[config.mk]
export PLATFORM = sky130hd
export DESIGN_NAME = ms_latch_q
export DESIGN_NICKNAME = d
export VERILOG_FILES = /design/src/rtl/ms_latch_q.sv
export SDC_FILE = /design/constraint.sdc
export NUM_CORES = 1
export LEC_CHECK = 0
export CAP_MARGIN = 0
export CORE_MARGIN = 2
export CORE_UTILIZATION = 53
export CTS_CLUSTER_SIZE = 24
export DETAILED_ROUTE_END_ITERATION = 7
export PLACE_DENSITY = 0.85
export SETUP_SLACK_MARGIN = 0.4
export SYNTH_ARGS = -nofsm -noshare
export SYNTH_HDL_FRONTEND = slang
export SYNTH_SLANG_ARGS = --single-unit
[constraint.sdc]
create_clock -name clk -period 2.2 [get_ports clk]
set_input_delay 0.33 -clock clk [delete_from_list [all_inputs] [get_ports clk]]
set_output_delay 0.33 -clock clk [all_outputs]
set_load 0.02 [all_outputs]
[src/rtl/ms_latch_q.sv]
// ---------------------------------------------------------------------------
// ms_latch_q -- depth-configurable capture queue for the ms span path.
//
// This block replaces the single-entry level latch that sat between the
// span setup stage and the memory request stage. Bursts of span words are
// queued in order instead of overwriting each other. The block tracks
// occupancy and keeps a sticky flag for words dropped while full. In the
// optional bypass mode, an empty queue passes d straight to q, which
// matches the transparency of the old latch.
//
// Parameters:
//   size     data width in bits
//   depth    number of storage entries (>= 2, any value)
//   ptr_bits pointer width, 2**ptr_bits >= depth
//   bypass   1 = empty-queue flow-through, 0 = strictly registered
//
// Ports:
//   clk      rising-edge clock for all state
//   reset    synchronous, active-high; clears pointers, count and ovf
//   e        push request / capture enable
//   d        word to capture
//   rd       pop request from the consumer
//   clr_ovf  clears the sticky overflow flag
//   q        head-of-queue word (d on flow-through, 0 when empty)
//   valid    q carries a real word
//   full     occupancy equals depth
//   count    occupancy, 0..depth
//   ovf      sticky: a push was dropped while full
// ---------------------------------------------------------------------------
module ms_latch_q #(
    parameter int size     = 8,
    parameter int depth    = 4,
    parameter int ptr_bits = 2,
    parameter int bypass   = 0
) (
    input  logic                clk,
    input  logic                reset,
    input  logic                e,
    input  logic [size-1:0]     d,
    input  logic                rd,
    input  logic                clr_ovf,
    output logic [size-1:0]     q,
    output logic                valid,
    output logic                full,
    output logic [ptr_bits:0]   count,
    output logic                ovf
);

    localparam int                  CNT_W   = ptr_bits + 1;
    localparam logic [ptr_bits:0]   DEPTH_C = CNT_W'(depth);
    localparam logic [ptr_bits-1:0] LAST_C  = ptr_bits'(depth - 1);
    localparam logic                BYP_C   = (bypass != 0);

    logic [size-1:0]     mem_q [depth];
    logic [ptr_bits-1:0] wr_ptr_q, wr_ptr_d;
    logic [ptr_bits-1:0] rd_ptr_q, rd_ptr_d;
    logic [ptr_bits:0]   count_q, count_d;
    logic                ovf_q, ovf_d;

    logic empty;
    logic flow;
    logic thru;
    logic pop;
    logic push;
    logic do_push;
    logic do_pop;
    logic drop;

    // Handshake decode and outputs, all derived from current state and inputs.
    always_comb begin
        empty = (count_q == '0);
        full  = (count_q == DEPTH_C);
        // Flow-through is only possible while nothing is queued.
        flow  = BYP_C && empty && e;
        valid = !empty || flow;
        pop   = rd && valid;
        thru  = flow && rd;
        // A full queue still accepts a push when the head leaves in the same cycle.
        push  = e && (!full || pop);
        // A word consumed on flow-through never touches storage or pointers.
        do_push = push && !thru;
        do_pop  = pop && !thru;
        drop    = e && full && !pop;

        if (!empty) begin
            q = mem_q[rd_ptr_q];
        end else if (BYP_C) begin
            q = d;
        end else begin
            q = '0;
        end

        count = count_q;
        ovf   = ovf_q;
    end

    // Next-state: pointers wrap at depth-1 explicitly so non-power-of-two depths work.
    always_comb begin
        wr_ptr_d = wr_ptr_q;
        rd_ptr_d = rd_ptr_q;
        count_d  = count_q;
        ovf_d    = ovf_q;

        if (do_push) begin
            wr_ptr_d = (wr_ptr_q == LAST_C) ? '0 : wr_ptr_q + 1'b1;
        end
        if (do_pop) begin
            rd_ptr_d = (rd_ptr_q == LAST_C) ? '0 : rd_ptr_q + 1'b1;
        end

        case ({do_push, do_pop})
            2'b10:   count_d = count_q + 1'b1;
            2'b01:   count_d = count_q - 1'b1;
            default: count_d = count_q;
        endcase

        // Set beats clear when both happen in one cycle.
        if (drop) begin
            ovf_d = 1'b1;
        end else if (clr_ovf) begin
            ovf_d = 1'b0;
        end
    end

    // Control state: reset has priority over every other input.
    always_ff @(posedge clk) begin
        if (reset) begin
            wr_ptr_q <= '0;
            rd_ptr_q <= '0;
            count_q  <= '0;
            ovf_q    <= 1'b0;
        end else begin
            wr_ptr_q <= wr_ptr_d;
            rd_ptr_q <= rd_ptr_d;
            count_q  <= count_d;
            ovf_q    <= ovf_d;
        end
    end

    // Storage is not reset; a push in a reset cycle is suppressed so nothing is recorded.
    always_ff @(posedge clk) begin
        if (!reset && do_push) begin
            mem_q[wr_ptr_q] <= d;
        end
    end

endmodule

==> results of run 1 <==
cells by family (layout without fill, tap and decap cells):
group	Yosys count	in the layout	share of synthesized area
AO/OA/AOI/OAI	13	13	0.0542
XOR/XNOR	2	2	0.00948
adder cells (fa/ha/maj)	6	6	0.0447
buffers and inverters	15	57	0.0366
flip-flops	42	42	0.628
multiplexers	10	10	0.111
AND/OR/NAND/NOR	34	35	0.116
cell usage after synthesis (4+ instances only):
cell type  count
and2_1         8
dfxtp_1       10
edfxtp_1      32
ha_1           5
inv_1          8
mux4_2         8
nand3_1        4
nor3b_1        4
metal layers:
metal | vias up | wire length [um] | GRT usage
met1 | 560 | 1350 | 0.214
met4 | 0 | 65 | 0.0889
met5 | - | 0 | 0
li1 | 542 | - | -
met2 | 41 | 1970 | 0.355
met3 | 7 | 176 | 0.0446
stage by stage:
step	instances	instance area, um2	setup slack [ns]	power (mW)	hold WS (ns)
final	211	2360	0.252	1.71	0.509
after global routing	211	2360	0.197	1.78	0.536
after CTS	211	2360	0.236	1.72	0.505
after detailed placement	196	2230	0.0913	1.32	0.495
after global placement	196	2230	0.153	1.30	0.462
after floorplan	122	1880	0.254	1.17	0.429
area by class of cell:
type | instances | area share
multi-input combinational | 66 | 0.281
timing repair buffer | 41 | 0.163
inverter | 8 | 0.0127
sequential | 42 | 0.496
tap | 46 | 0.0243
clock buffer | 5 | 0.0159
clock inverter | 3 | 0.00688
critical path, cell delays in order (launching register included):
cell     delay (ns)
dfxtp_2        0.36
buf_12         0.14
mux4_2         0.50
and2_4         0.15
buf_6          0.12
repair_timing:
item	in CTS	in global routing
pin swaps	10	0
gates cloned	1	0
resized for setup	66	1
setup buffers	6	0
setup endpoints to repair	12	11
path summary, 6_finish.rpt:
path / from / endpoint / depth (start not counted) / slack, ns
setup / recovery: register / q[3] / 4 / 0.25
setup reg to reg: count[0]$_SDFFE_PP0P_ / count[1]$_SDFFE_PP0P_ / 6 / 0.37
hold / removal: rd_ptr_q[0]$_SDFFE_PP0N_ / register / 2 / 0.51
hold reg to reg: rd_ptr_q[0]$_SDFFE_PP0N_ / register / 2 / 0.51
placed cells by master (no fill, tap or decap), types with 2 or more instances in the layout:
cell / n
a21oi_1: 3
a31oi_1: 2
and2_4: 7
buf_2: 2
buf_4: 12
buf_6: 8
clkbuf_4: 5
clkdlybuf4s50_1: 16
dfxtp_1: 6
dfxtp_4: 3
edfxtp_1: 32
ha_1: 5
inv_1: 7
mux4_2: 8
nand2_1: 3
nand2b_1: 2
nand3_1: 3
nor2_1: 3
nor3b_1: 4
o2111ai_1: 3
or3_4: 2
or3b_4: 2
state kept, by name (all words and copies together) (netlist names), named ones only:
name and count:
count 3, mem_q 32, ovf 1, rd_ptr_q 2, wr_ptr_q 2
power groups by stage:
stage | Combinational, mW | Sequential, mW | Clock [mW]
finish | 0.443 | 0.919 | 0.350
global route | 0.474 | 0.922 | 0.382
CTS | 0.444 | 0.918 | 0.359
detailed placement | 0.381 | 0.939 | 0
global placement | 0.366 | 0.935 | 0
floorplan | 0.235 | 0.933 | 0
==> results.cfg, run 1 <==
[pwr]
p_int_mw = 1.25
combPwrFrac = 0.259
power_switching_mw = 0.465
p_leak_nw = 0.837
p_seq_frac = 0.537
p_clk_frac = 0.204
switching_share = 0.271
p_per_area_nw_per_um2 = 724
vdd_drop_max_v = 0.000398

[run_status]
outcome = finished, final reports clean

[synth]
netlist_area_um2 = 1850
ys.flop_type = edfxtp_1
postSynthCellCount = 122
ys_types = 37
seq_area_frac_synth = 0.628
synth.largest_area_cell = edfxtp_1
syn_nets = 141
synth-seq-cells = 42
synth.avg_cell_area_um2 = 15.1
synth_edf_count = 32
yosys_warnings = 0
synthArstFlopShare = 0
yosys.area.top_type_share = 0.520
synth_area_leaders = edfxtp_1 (52%), dfxtp_1 (11%), mux4_2 (9.7%)

[cells_and_area]
antennaDiodeCount = 0
register_area_um2 = 1170
post-route-util = 0.709
multiInputGateArea_um2 = 664
nNetsFinal = 183
drive_gt1_frac = 0.382
fill_cells = 223
area_delta_synth_final_pct = 28.0

[clocking]
clkSlewWorstSetupHoldPaths_ns = 0.12
cts_tree = built
cts_root_buffer = clkbuf_4
numCtsBuffers = 5
clockBufferDepth = 2
hold_buffers = 0
numClockSinks = 42
clock_latency_ns = 0.34
htree_levels = 2

[global_routing]
grt_usage = 0.195
grt_pass1_wl_mm = 5.69
grt_max_degree = 14
grt_overflow = 0
grt_pass1_vias = 1207
antenna_found_initial = 0

[floorplan]
std_cell_rows = 21
io_pins = 27
die_h_um = 63.1
die_x_um = 63.1
initial_core_util = 0.554
dieArea_um2 = 3980
core_area_um2 = 3340

[sta]
hold_violations = 0
min_period_over_period = 0.886
fmax_mhz = 513
slew_viol_final = 0
post-route-min-period_ns = 1.95
fin_tns_setup_ns = 0
tightest_slew_ns = 0.402
timing.slew.headroom = 0.732
setup_viol = 0
skew_ns = 0.00723
rsz0062_at_grt = yes

[detailed_routing]
drc = 0
post_drt_via_cell_ratio = 5.45
drt-pass1-iter-count = 4
ant_nets = 0
routed_wl_mm = 3.55
drtIter0Drc = 56
vias = 1150
wire_per_inst_um = 16.8

[placement]
port_buffers = 26
dp_hpwl_mm = 2.27
place_congestion = 0.761

[worst_setup_path]
crit_type = register to primary output
cp_data_required_time_ns = 1.87
end_kind = primary output
path_max_fanout = 8
cp.arrival_ns = 1.62
critPathLaunchType = register

[hold_path]
hold_class = register to register

[job]
drv_cap = 0
(Power assumes the default switching activity.)
==> run 2: changes to the inputs <==
CAP_MARGIN = 20   (was 0)
SKIP_CTS_REPAIR_TIMING = 1   (was unset)
==> run 2 against run 1 <==
Effect of this change:
- total power is 1.0% higher
- cell count rose by 0.95%
- via count grew 1.3%
- clock skew rose by 0.0011 ns
- highest routed layer unchanged
- largest power group unchanged
- critical path depth did not move
- final area grew 1.6%
==> results.cfg, run 2 (synthesized netlist as in run 1, its figures left out) <==
[detailed_routing]
vias = 1165
ant_nets = 0
drtIter0Drc = 56
post_drt_via_cell_ratio = 5.47
drt-pass1-iter-count = 4
drc = 0
routed_wl_mm = 3.50
wire_per_inst_um = 16.4

[clocking]
clock_latency_ns = 0.34
clkSlewWorstSetupHoldPaths_ns = 0.12
htree_levels = 2
numClockSinks = 42
cts_root_buffer = clkbuf_4
cts_tree = built
clockBufferDepth = 2
numCtsBuffers = 5

[placement]
port_buffers = 26
place_area_um2 = 2230
place_ws_ns = 0.0913
place_inst = 196
dp_hpwl_mm = 2.27
place_congestion = 0.761

[cells_and_area]
area_delta_synth_final_pct = 30.1
register_area_um2 = 1170
final_common_cell = edfxtp_1
final_area_um2 = 2400
drive_gt1_frac = 0.407
post-route-util = 0.720
largest_register_ffs = 32
layout.cells.non_filler = 213
nNetsFinal = 185
final_cell_mix = edfxtp_1 (32), buf_4 (16), clkdlybuf4s50_1 (15)
fill_cells = 214
multiInputGateArea_um2 = 678
antennaDiodeCount = 0
regMostFlops = mem_q

[sta]
tightest_slew_ns = 0.403
slew_viol_final = 0
hold_violations = 0
timing.slew.headroom = 0.731
setup_viol = 0
min_period_over_period = 0.886
post-route-min-period_ns = 1.95
setup_ws_ns = 0.251
fmax_mhz = 513
skew_ns = 0.00828
hold-worst-slack_ns = 0.510
rsz0062_at_grt = yes

[global_routing]
grt_pass1_wl_mm = 5.29
grt_overflow = 0
grt_max_degree = 14
grt_pass1_vias = 1141
antenna_found_initial = 0
grt_usage = 0.179

[worst_setup_path]
path_max_fanout = 8
reg2reg_slack_ns = 0.34
cp_data_required_time_ns = 1.87
cp.arrival_ns = 1.62
worstReg2RegEnd = count[1]$_SDFFE_PP0P_
end_kind = primary output
crit_type = register to primary output
r2r_start = count[1]$_SDFFE_PP0P_
endpoint = q[3]
r2r_cells = 6
critPathLaunchType = register

[pwr]
vdd_drop_max_v = 0.000403
p_per_area_nw_per_um2 = 719
p_leak_nw = 0.884

[floorplan]
die_x_um = 63.1
dieArea_um2 = 3980
core_area_um2 = 3340
initial_core_util = 0.554
std_cell_rows = 21
die_h_um = 63.1
io_pins = 27

[hold_path]
hold_class = register to register

[job]
drv_cap = 0

[run_status]
outcome = finished, final reports clean
run 2: cell types whose count changed in the layout (fill, tap and decap cells not counted):
cell	change
a211oi_2	+1
buf_2	-2
buf_4	+4
clkdlybuf4s15_2	-1
clkdlybuf4s50_1	-1
a211oi_1	-1
and2_4	+1
o2111ai_2	+1
dlymetal6s2s_1	+2
clkbuf_2	+1
buf_1	-1
o2111ai_1	-1
and2_1	-1
run 2: final cells by class:
cell class                 count  area share
sequential                    42       0.488
multi-input combinational     66       0.282
timing repair buffer          43       0.171
tap                           46      0.0239
clock buffer                   5      0.0156
inverter                       8      0.0125
clock inverter                 3     0.00677
run 2: through the flow:
step	setup TNS [ns]	power (mW)
global route	0	1.79
floorplan	0	1.17
detailed placement	0	1.32
CTS	-1.64	1.66
global placement	0	1.30
finish	0	1.73
run 2: worst min-delay path by stage:
stage / startpoint / slack, ns / end / depth (start not counted)
2_1_floorplan: d[0] / 0.43 / mem_q[0][0]$_DFFE_PP_ / 0
3_3_place_gp: rd_ptr_q[1]$_SDFFE_PP0N_ / 0.46 / rd_ptr_q[1]$_SDFFE_PP0N_ / 2
3_5_place_dp: rd_ptr_q[1]$_SDFFE_PP0N_ / 0.50 / rd_ptr_q[1]$_SDFFE_PP0N_ / 2
4_1_cts: rd_ptr_q[0]$_SDFFE_PP0N_ / 0.51 / rd_ptr_q[0]$_SDFFE_PP0N_ / 2
5_1_grt: rd_ptr_q[0]$_SDFFE_PP0N_ / 0.54 / register / 2
6_report: rd_ptr_q[0]$_SDFFE_PP0N_ / 0.51 / register / 2
run 2: routing by layer:
metal | track usage | part of all wire | vias to the layer above
met5 | 0 | 0 | -
met3 | 0.0411 | 0.046 | 7
met4 | 0.0750 | 0.018 | 0
met2 | 0.315 | 0.54 | 29
li1 | - | - | 549
met1 | 0.210 | 0.40 | 580
run 2: where the power goes:
part	internal (mW)	total, mW	switching (mW)
clock network	0.119	0.353	0.234
logic	0.250	0.459	0.209
registers	0.890	0.918	0.0274
total	1.26	1.73	0.470
run 2: worst max-delay path, cell delays in order (launching register included):
cell,delay [ns]
dfxtp_2,0.36
buf_12,0.13
mux4_2,0.50
and2_4,0.15
buf_6,0.12
